==> config.mk <==
export PLATFORM = sky130hd
export DESIGN_NAME = hazard_list_collector_flat
export DESIGN_NICKNAME = d
export VERILOG_FILES = /design/src/rtl/hazard_list_collector_pkg.sv /design/src/rtl/hazard_list_collector_if.sv /design/src/rtl/hazard_list_collector_sanitize.sv /design/src/rtl/hazard_list_collector.sv /design/src/flat_wrapper.sv
export SDC_FILE = /design/constraint.sdc
export NUM_CORES = 2
export LEC_CHECK = 0
export ABC_AREA = 1
export CAP_MARGIN = 20
export CORE_MARGIN = 8
export CORE_UTILIZATION = 49
export CTS_CLUSTER_SIZE = 10
export DETAILED_ROUTE_END_ITERATION = 10
export PLACE_DENSITY = 0.73
export SLEW_MARGIN = 20
export SYNTH_ARGS = -nofsm -noshare
export SYNTH_HDL_FRONTEND = slang
export SYNTH_HIERARCHICAL = 1
export SYNTH_SLANG_ARGS = --single-unit
==> constraint.sdc <==
create_clock -name clk -period 33.1 [get_ports clk]
set_input_delay 3.31 -clock clk [delete_from_list [all_inputs] [get_ports clk]]
set_output_delay 3.31 -clock clk [all_outputs]
set_load 0.01 [all_outputs]
==> src/rtl/hazard_list_collector_pkg.sv <==
// Shared constants, box type and collector state for the hazard list collector
// and the downstream grid encoder.
package hazard_pkg;
  localparam int COORD_W     = 8;
  localparam int MAX_HAZARDS = 15;
  localparam int ROW_MAX     = 7;
  localparam int COL_MAX     = 25;
  localparam int LIST_DEPTH  = 16;

  typedef logic [COORD_W-1:0] coord_t;

  typedef struct packed {
    coord_t top;
    coord_t left;
    coord_t bottom;
    coord_t right;
  } box_t;

  typedef enum logic [1:0] {
    IDLE,
    COLLECT,
    PUBLISH
  } collector_state_t;

  function automatic logic [3:0] sat_inc4(input logic [3:0] value);
    return (value == 4'hF) ? value : value + 4'd1;
  endfunction
endpackage

==> src/rtl/hazard_list_collector_if.sv <==
// Box stream in, published hazard list out; the collector uses the slave side,
// the producer/encoder pair the master side.
interface hazard_list_collector_if;
  import hazard_pkg::*;

  logic       in_valid;
  logic       in_ready;
  logic       in_sof;
  logic       in_eof;
  logic       in_null;
  coord_t     in_top;
  coord_t     in_left;
  coord_t     in_bottom;
  coord_t     in_right;

  logic       out_valid;
  logic [3:0] out_num_hazards;
  coord_t     out_top    [LIST_DEPTH];
  coord_t     out_left   [LIST_DEPTH];
  coord_t     out_bottom [LIST_DEPTH];
  coord_t     out_right  [LIST_DEPTH];
  logic       out_overflow;
  logic [3:0] out_rejected;

  modport master (
    output in_valid, in_sof, in_eof, in_null, in_top, in_left, in_bottom, in_right,
    input  in_ready,
    input  out_valid, out_num_hazards, out_top, out_left, out_bottom, out_right,
    input  out_overflow, out_rejected
  );

  modport slave (
    input  in_valid, in_sof, in_eof, in_null, in_top, in_left, in_bottom, in_right,
    output in_ready,
    output out_valid, out_num_hazards, out_top, out_left, out_bottom, out_right,
    output out_overflow, out_rejected
  );
endinterface

==> src/rtl/hazard_list_collector_sanitize.sv <==
// Combinational box sanitiser: normalise or reject inverted boxes, reject
// off-grid boxes, clip to the grid. HAZARD_NORMALIZE_EN selects swap vs reject.
module hazard_box_sanitize
  import hazard_pkg::*;
(
  input  box_t box_raw,
  output box_t box_clean,
  output logic reject
);
  localparam coord_t ROW_LIM = coord_t'(ROW_MAX);
  localparam coord_t COL_LIM = coord_t'(COL_MAX);

  always_comb begin
    box_clean = box_raw;
    reject    = 1'b0;
`ifdef HAZARD_NORMALIZE_EN
    if (box_raw.top > box_raw.bottom) begin
      box_clean.top    = box_raw.bottom;
      box_clean.bottom = box_raw.top;
    end
    if (box_raw.left > box_raw.right) begin
      box_clean.left  = box_raw.right;
      box_clean.right = box_raw.left;
    end
`else
    if ((box_raw.top > box_raw.bottom) || (box_raw.left > box_raw.right)) begin
      reject = 1'b1;
    end
`endif
    // A box whose origin is already off-grid has nothing left after clipping.
    if ((box_clean.top > ROW_LIM) || (box_clean.left > COL_LIM)) begin
      reject = 1'b1;
    end
    if (box_clean.bottom > ROW_LIM) begin
      box_clean.bottom = ROW_LIM;
    end
    if (box_clean.right > COL_LIM) begin
      box_clean.right = COL_LIM;
    end
  end
endmodule

==> src/rtl/hazard_list_collector.sv <==
// Frame-based hazard box collector with a double-buffered published list.
// Inverted-box handling is set by HAZARD_NORMALIZE_EN inside hazard_box_sanitize.
module hazard_list_collector
  import hazard_pkg::*;
(
  input  logic                    clk,
  input  logic                    rst,
  hazard_list_collector_if.slave  bus
);
  localparam logic [3:0] MAX_CNT = 4'(MAX_HAZARDS);

  collector_state_t state;
  collector_state_t state_next;

  logic       ready;
  logic       accept;
  logic       restart;
  logic       take;
  box_t       box_raw;
  box_t       box_clean;
  logic       box_reject;

  box_t       work_box [LIST_DEPTH];
  logic [3:0] work_count;
  logic       work_overflow;
  logic [3:0] work_rejected;
  logic [3:0] base_count;
  logic       base_overflow;
  logic [3:0] base_rejected;

  assign ready        = (state != PUBLISH);
  assign bus.in_ready = ready;
  assign accept       = bus.in_valid & ready;
  assign restart      = accept & bus.in_sof;
  // In IDLE only a start-of-frame beat carries a box; stray beats are dropped.
  assign take         = accept & ((state == COLLECT) | bus.in_sof);
  assign box_raw      = '{top: bus.in_top, left: bus.in_left,
                          bottom: bus.in_bottom, right: bus.in_right};

  hazard_box_sanitize u_sanitize (
    .box_raw   (box_raw),
    .box_clean (box_clean),
    .reject    (box_reject)
  );

  always_ff @(posedge clk or posedge rst) begin
    if (rst) begin
      state <= IDLE;
    end else begin
      state <= state_next;
    end
  end

  always_comb begin
    state_next = state;
    case (state)
      IDLE: begin
        if (accept && bus.in_eof) begin
          state_next = PUBLISH;
        end else if (accept && bus.in_sof) begin
          state_next = COLLECT;
        end
      end
      COLLECT: begin
        if (accept && bus.in_eof) begin
          state_next = PUBLISH;
        end
      end
      PUBLISH: state_next = IDLE;
      default: state_next = IDLE;
    endcase
  end

  always_comb begin
    base_count    = work_count;
    base_overflow = work_overflow;
    base_rejected = work_rejected;
    if (restart) begin
      base_count    = '0;
      base_overflow = 1'b0;
      base_rejected = '0;
    end
  end

  always_ff @(posedge clk or posedge rst) begin
    if (rst) begin
      work_count    <= '0;
      work_overflow <= 1'b0;
      work_rejected <= '0;
      for (int i = 0; i < LIST_DEPTH; i++) begin
        work_box[i] <= '0;
      end
    end else if (state == PUBLISH) begin
      work_count    <= '0;
      work_overflow <= 1'b0;
      work_rejected <= '0;
    end else if (take) begin
      work_count    <= base_count;
      work_overflow <= base_overflow;
      work_rejected <= base_rejected;
      if (!bus.in_null) begin
        if (box_reject) begin
          work_rejected <= sat_inc4(base_rejected);
        end else if (base_count < MAX_CNT) begin
          work_box[base_count] <= box_clean;
          work_count           <= base_count + 4'd1;
        end else begin
          work_overflow <= 1'b1;
        end
      end
    end
  end

  // Published list only changes on the PUBLISH cycle; unused slots read as zero.
  always_ff @(posedge clk or posedge rst) begin
    if (rst) begin
      bus.out_valid       <= 1'b0;
      bus.out_num_hazards <= '0;
      bus.out_overflow    <= 1'b0;
      bus.out_rejected    <= '0;
      for (int i = 0; i < LIST_DEPTH; i++) begin
        bus.out_top[i]    <= '0;
        bus.out_left[i]   <= '0;
        bus.out_bottom[i] <= '0;
        bus.out_right[i]  <= '0;
      end
    end else begin
      bus.out_valid <= (state == PUBLISH);
      if (state == PUBLISH) begin
        bus.out_num_hazards <= work_count;
        bus.out_overflow    <= work_overflow;
        bus.out_rejected    <= work_rejected;
        for (int i = 0; i < LIST_DEPTH; i++) begin
          if (4'(i) < work_count) begin
            bus.out_top[i]    <= work_box[i].top;
            bus.out_left[i]   <= work_box[i].left;
            bus.out_bottom[i] <= work_box[i].bottom;
            bus.out_right[i]  <= work_box[i].right;
          end else begin
            bus.out_top[i]    <= '0;
            bus.out_left[i]   <= '0;
            bus.out_bottom[i] <= '0;
            bus.out_right[i]  <= '0;
          end
        end
      end
    end
  end
endmodule

==> src/flat_wrapper.sv <==
// flat-port wrapper written by rule: the top's interface ports become plain ports
module hazard_list_collector_flat import hazard_pkg::*;
  (clk, rst, bus_in_valid, bus_in_sof, bus_in_eof, bus_in_null, bus_in_top, bus_in_left, bus_in_bottom, bus_in_right, bus_in_ready, bus_out_valid, bus_out_num_hazards, bus_out_top, bus_out_left, bus_out_bottom, bus_out_right, bus_out_overflow, bus_out_rejected);
  hazard_list_collector_if bus_i ();
  input  logic clk;
  input  logic rst;
  input wire logic [$bits(bus_i.in_valid)-1:0] bus_in_valid;
  input wire logic [$bits(bus_i.in_sof)-1:0] bus_in_sof;
  input wire logic [$bits(bus_i.in_eof)-1:0] bus_in_eof;
  input wire logic [$bits(bus_i.in_null)-1:0] bus_in_null;
  input wire logic [$bits(bus_i.in_top)-1:0] bus_in_top;
  input wire logic [$bits(bus_i.in_left)-1:0] bus_in_left;
  input wire logic [$bits(bus_i.in_bottom)-1:0] bus_in_bottom;
  input wire logic [$bits(bus_i.in_right)-1:0] bus_in_right;
  output wire logic [$bits(bus_i.in_ready)-1:0] bus_in_ready;
  output wire logic [$bits(bus_i.out_valid)-1:0] bus_out_valid;
  output wire logic [$bits(bus_i.out_num_hazards)-1:0] bus_out_num_hazards;
  output wire logic [$bits(bus_i.out_top)-1:0] bus_out_top;
  output wire logic [$bits(bus_i.out_left)-1:0] bus_out_left;
  output wire logic [$bits(bus_i.out_bottom)-1:0] bus_out_bottom;
  output wire logic [$bits(bus_i.out_right)-1:0] bus_out_right;
  output wire logic [$bits(bus_i.out_overflow)-1:0] bus_out_overflow;
  output wire logic [$bits(bus_i.out_rejected)-1:0] bus_out_rejected;
  assign bus_i.in_valid = bus_in_valid;
  assign bus_i.in_sof = bus_in_sof;
  assign bus_i.in_eof = bus_in_eof;
  assign bus_i.in_null = bus_in_null;
  assign bus_i.in_top = bus_in_top;
  assign bus_i.in_left = bus_in_left;
  assign bus_i.in_bottom = bus_in_bottom;
  assign bus_i.in_right = bus_in_right;
  assign bus_in_ready = bus_i.in_ready;
  assign bus_out_valid = bus_i.out_valid;
  assign bus_out_num_hazards = bus_i.out_num_hazards;
  assign bus_out_top = {>>{bus_i.out_top}};
  assign bus_out_left = {>>{bus_i.out_left}};
  assign bus_out_bottom = {>>{bus_i.out_bottom}};
  assign bus_out_right = {>>{bus_i.out_right}};
  assign bus_out_overflow = bus_i.out_overflow;
  assign bus_out_rejected = bus_i.out_rejected;
  hazard_list_collector u_core (.clk(clk), .rst(rst), .bus(bus_i));
endmodule
==> flow_metrics.tcl <==
set metrics [dict create \
    status "finished, final reports clean" \
    setup_violations 0 \
    drv_slew 0 \
    cts_sinks 981 \
    hpwlAfterDp_mm 78.1 \
    synth_seq_area_share_pct 62.7 \
    fin_crit_sh_pct 23.7 \
    finalHoldViolCount 0 \
    r2r-start "u_core/state[1]$_DFFE_PP0P_" \
    synth-compound-area-share_pct 6.03 \
    portBuffers 528 \
    vias 32000 \
    grt_pass1_wl_mm 199 \
    synthCells 4158 \
    hold_class "reg2reg" \
    antenna_found_initial 6 \
    use_met2_pct 43.9 \
    die_x_um 299 \
    fin_crit_ns 7.85 \
    endpoint_kind "flop" \
    crit_end "u_core/work_box[414]$_DFFE_PP0P_" \
    synthSimpleGateAreaFrac_pct 25.0 \
    htree_levels 3 \
    ys_ff_latch 981 \
    route.detailed.drc 0 \
    tns_ns 0 \
    p_total_w 0.00237 \
    drt_pre_antenna_iters 6 \
    holdBufCountCts 0 \
    worstSetupPathType "in2reg" \
    fin_skew_ns 0.0295 \
    gp_congestion 0.837 \
    cts_resized 0 \
    synth_mux_area_share_pct 0 \
    grt_use_met1_pct 38.8 \
    routed_wl_mm 131 \
    synth-main-ff-cell "dfrtp_1" \
    final_cell_mix "nand2_1 (1595), dfrtp_1 (981), nand3_1 (688)" \
    synth_async_sr_flop_share_pct 100 \
    maxCapViolCount 0 \
    clockRootBuffer "clkbuf_16" \
    syn_area_sq_um 39100 \
    hold_start "u_core/work_box[161]$_DFFE_PP0P_" \
    dieArea_sq_um 89200 \
    rsz0062_at_grt "false" \
    pin_count 561 \
    arrival_ns 8.37 \
    initial_core_util_pct 49.5 \
    yosys_warnings 6 \
    clock_path_buffers 3 \
    grt_start_max_net_pins 215 \
    start_kind "input pin" \
    clkTransAtPathRegs_ns 0.06 \
    area_delta_synth_final_pct 21.7 \
    nNetsFinal 4562 \
    worstPathMaxFanout 204 \
    fin_util_pct 60.3 \
    die_height_um 299 \
    fillCellCount 6734 \
    core_sq_um 79000 \
    hold_slack_ns 0.468 \
    grt.busiest_layer "met2" \
    wl_per_cell_um 23.5 \
    p_per_area_nw_per_um2 49.7 \
    rows 103 \
    synthAdderAreaFrac_pct 0.544 \
    grt.met3_usage_pct 7.12 \
    reg2reg_to "u_core/work_box[414]$_DFFE_PP0P_" \
    yosysUniqueCellTypes 35 \
    instances_no_fill 5576 \
    tightestPinTransition_ns 1.15 \
    cts_buffers 109 \
    clk_latency_ns 0.66 \
    post_cts_buffers 0 \
    grtUsageTotal_pct 28.7 \
    crit_required_ns 33.62 \
    tritoncts "yes" \
    syn_avg_cell_area_sq_um 9.41 \
    max_slew_margin_pct 23.3 \
    synth_top_family_by_area "simple AND/OR/NAND/NOR gates" \
    detail-route-antenna-nets 0 \
    synth_edf_count 0 \
    grt_pass1_vias 31000 \
    r2r_setup_slack_ns 27.04 \
    dp_cells 5444 \
    fmax_mhz 127 \
    worstSetupStartpoint "bus_in_top[3]" \
    p_leak_nw 24.5 \
    overflow 0 \
    vdd_ir_drop_max_uv 39.0 \
    viasPerCell 5.74 \
    reg2reg_depth 11 \
    synth-xor-area-share_pct 0.0224 \
    mostFrequentLayoutCell "nand2_1" \
    drive_gt1_share_pct 5.39 \
    drt_first_iter_violations 3834 \
]
[kinds of logic (layout without fill, tap and decap cells)]
group | Yosys count | in the layout
other | 2 | 43
AND/OR/NAND/NOR | 2348 | 2348
XOR/XNOR | 1 | 1
adder cells (fa/ha/maj) | 17 | 17
buffers and inverters | 496 | 823
flip-flops | 981 | 981
AO/OA/AOI/OAI | 313 | 313
[worst min-delay path by stage]
stage,end,slack [ns],cells past startpoint
after global routing,u_core/work_box[345]$_DFFE_PP0P_,0.48,2
after detailed placement,u_core/work_box[171]$_DFFE_PP0P_,0.46,2
after global placement,u_core/work_box[161]$_DFFE_PP0P_,0.45,2
after CTS,u_core/work_box[454]$_DFFE_PP0P_,0.47,2
after floorplan,u_core/work_box[160]$_DFFE_PP0P_,0.44,2
final,u_core/work_box[161]$_DFFE_PP0P_,0.47,2
[area by class of cell]
class	instances	area (sq um)	area share, %
inverters	119	462	0.969
clock buffers	124	2910	6.11
diodes	3	7.51	0.0158
well taps	1050	1310	2.76
repair buffers	577	5690	11.9
flip-flops and latches	981	24500	51.5
clock inverters	3	76.3	0.160
multi-input cells	2719	12600	26.5
[critical path, cell delays in order]
cell	delay [ns]
buf_2	0.59
ha_1	0.38
a21oi_1	0.15
nand2_1	0.07
nand2_1	0.06
nand2_1	0.05
nand2_1	0.08
nand3_1	0.19
nor2_1	0.36
nand2_1	0.15
nor2_4	0.13
buf_12	0.46
buf_4	0.92
nand2_2	0.72
nand2_1	0.25
nand2_1	0.06
[through the flow]
stage	instance area [sq um]	setup WS (ns)
global placement	44500	24.69
floorplan	39300	2.19
CTS	47500	25.22
finish	47600	25.25
detailed placement	44600	24.56
global route	47600	25.11
[flip-flops by register name, indices dropped and copies added, names as in the netlist, 120 cells and up]
register / count
u_core/work_box: 480
u_core/bus.out_right: 120
u_core/bus.out_bottom: 120
u_core/bus.out_left: 120
u_core/bus.out_top: 120
[Yosys cell counts (3+ instances only)]
| master | number | area [sq um] |
|---|---|---|
| inv_2 | 10 | 37.5 |
| a32o_1 | 128 | 1280 |
| a21oi_1 | 9 | 45.0 |
| nor2_1 | 23 | 86.3 |
| nor2_2 | 3 | 18.8 |
| a22o_1 | 32 | 280 |
| dfrtp_1 | 981 | 24500 |
| nand3_2 | 3 | 30.0 |
| o21ai_0 | 135 | 676 |
| ha_1 | 17 | 213 |
| nand4_1 | 11 | 68.8 |
| nand2_1 | 1607 | 6030 |
| inv_1 | 107 | 402 |
| buf_2 | 101 | 505 |
| buf_4 | 60 | 450 |
| o21ai_1 | 3 | 15.0 |
| nand2_2 | 6 | 37.5 |
| buf_1 | 17 | 63.8 |
| nand3_1 | 688 | 3440 |
| clkbuf_1 | 198 | 743 |
[report_power, final]
group / total, W / switching (W) / internal, W
clock network: 0.00107 / 0.000453 / 0.000616
logic: 0.0000917 / 0.0000773 / 0.0000144
registers: 0.00121 / 0.00000489 / 0.00120
[metal layers]
metal | routed length (um) | part of all wire (%)
met3 | 12800 | 9.8
met4 | 6270 | 4.8
met2 | 60400 | 46
met5 | 0 | 0
met1 | 51800 | 39
Note: power is estimated with default switching activity, not from simulation.
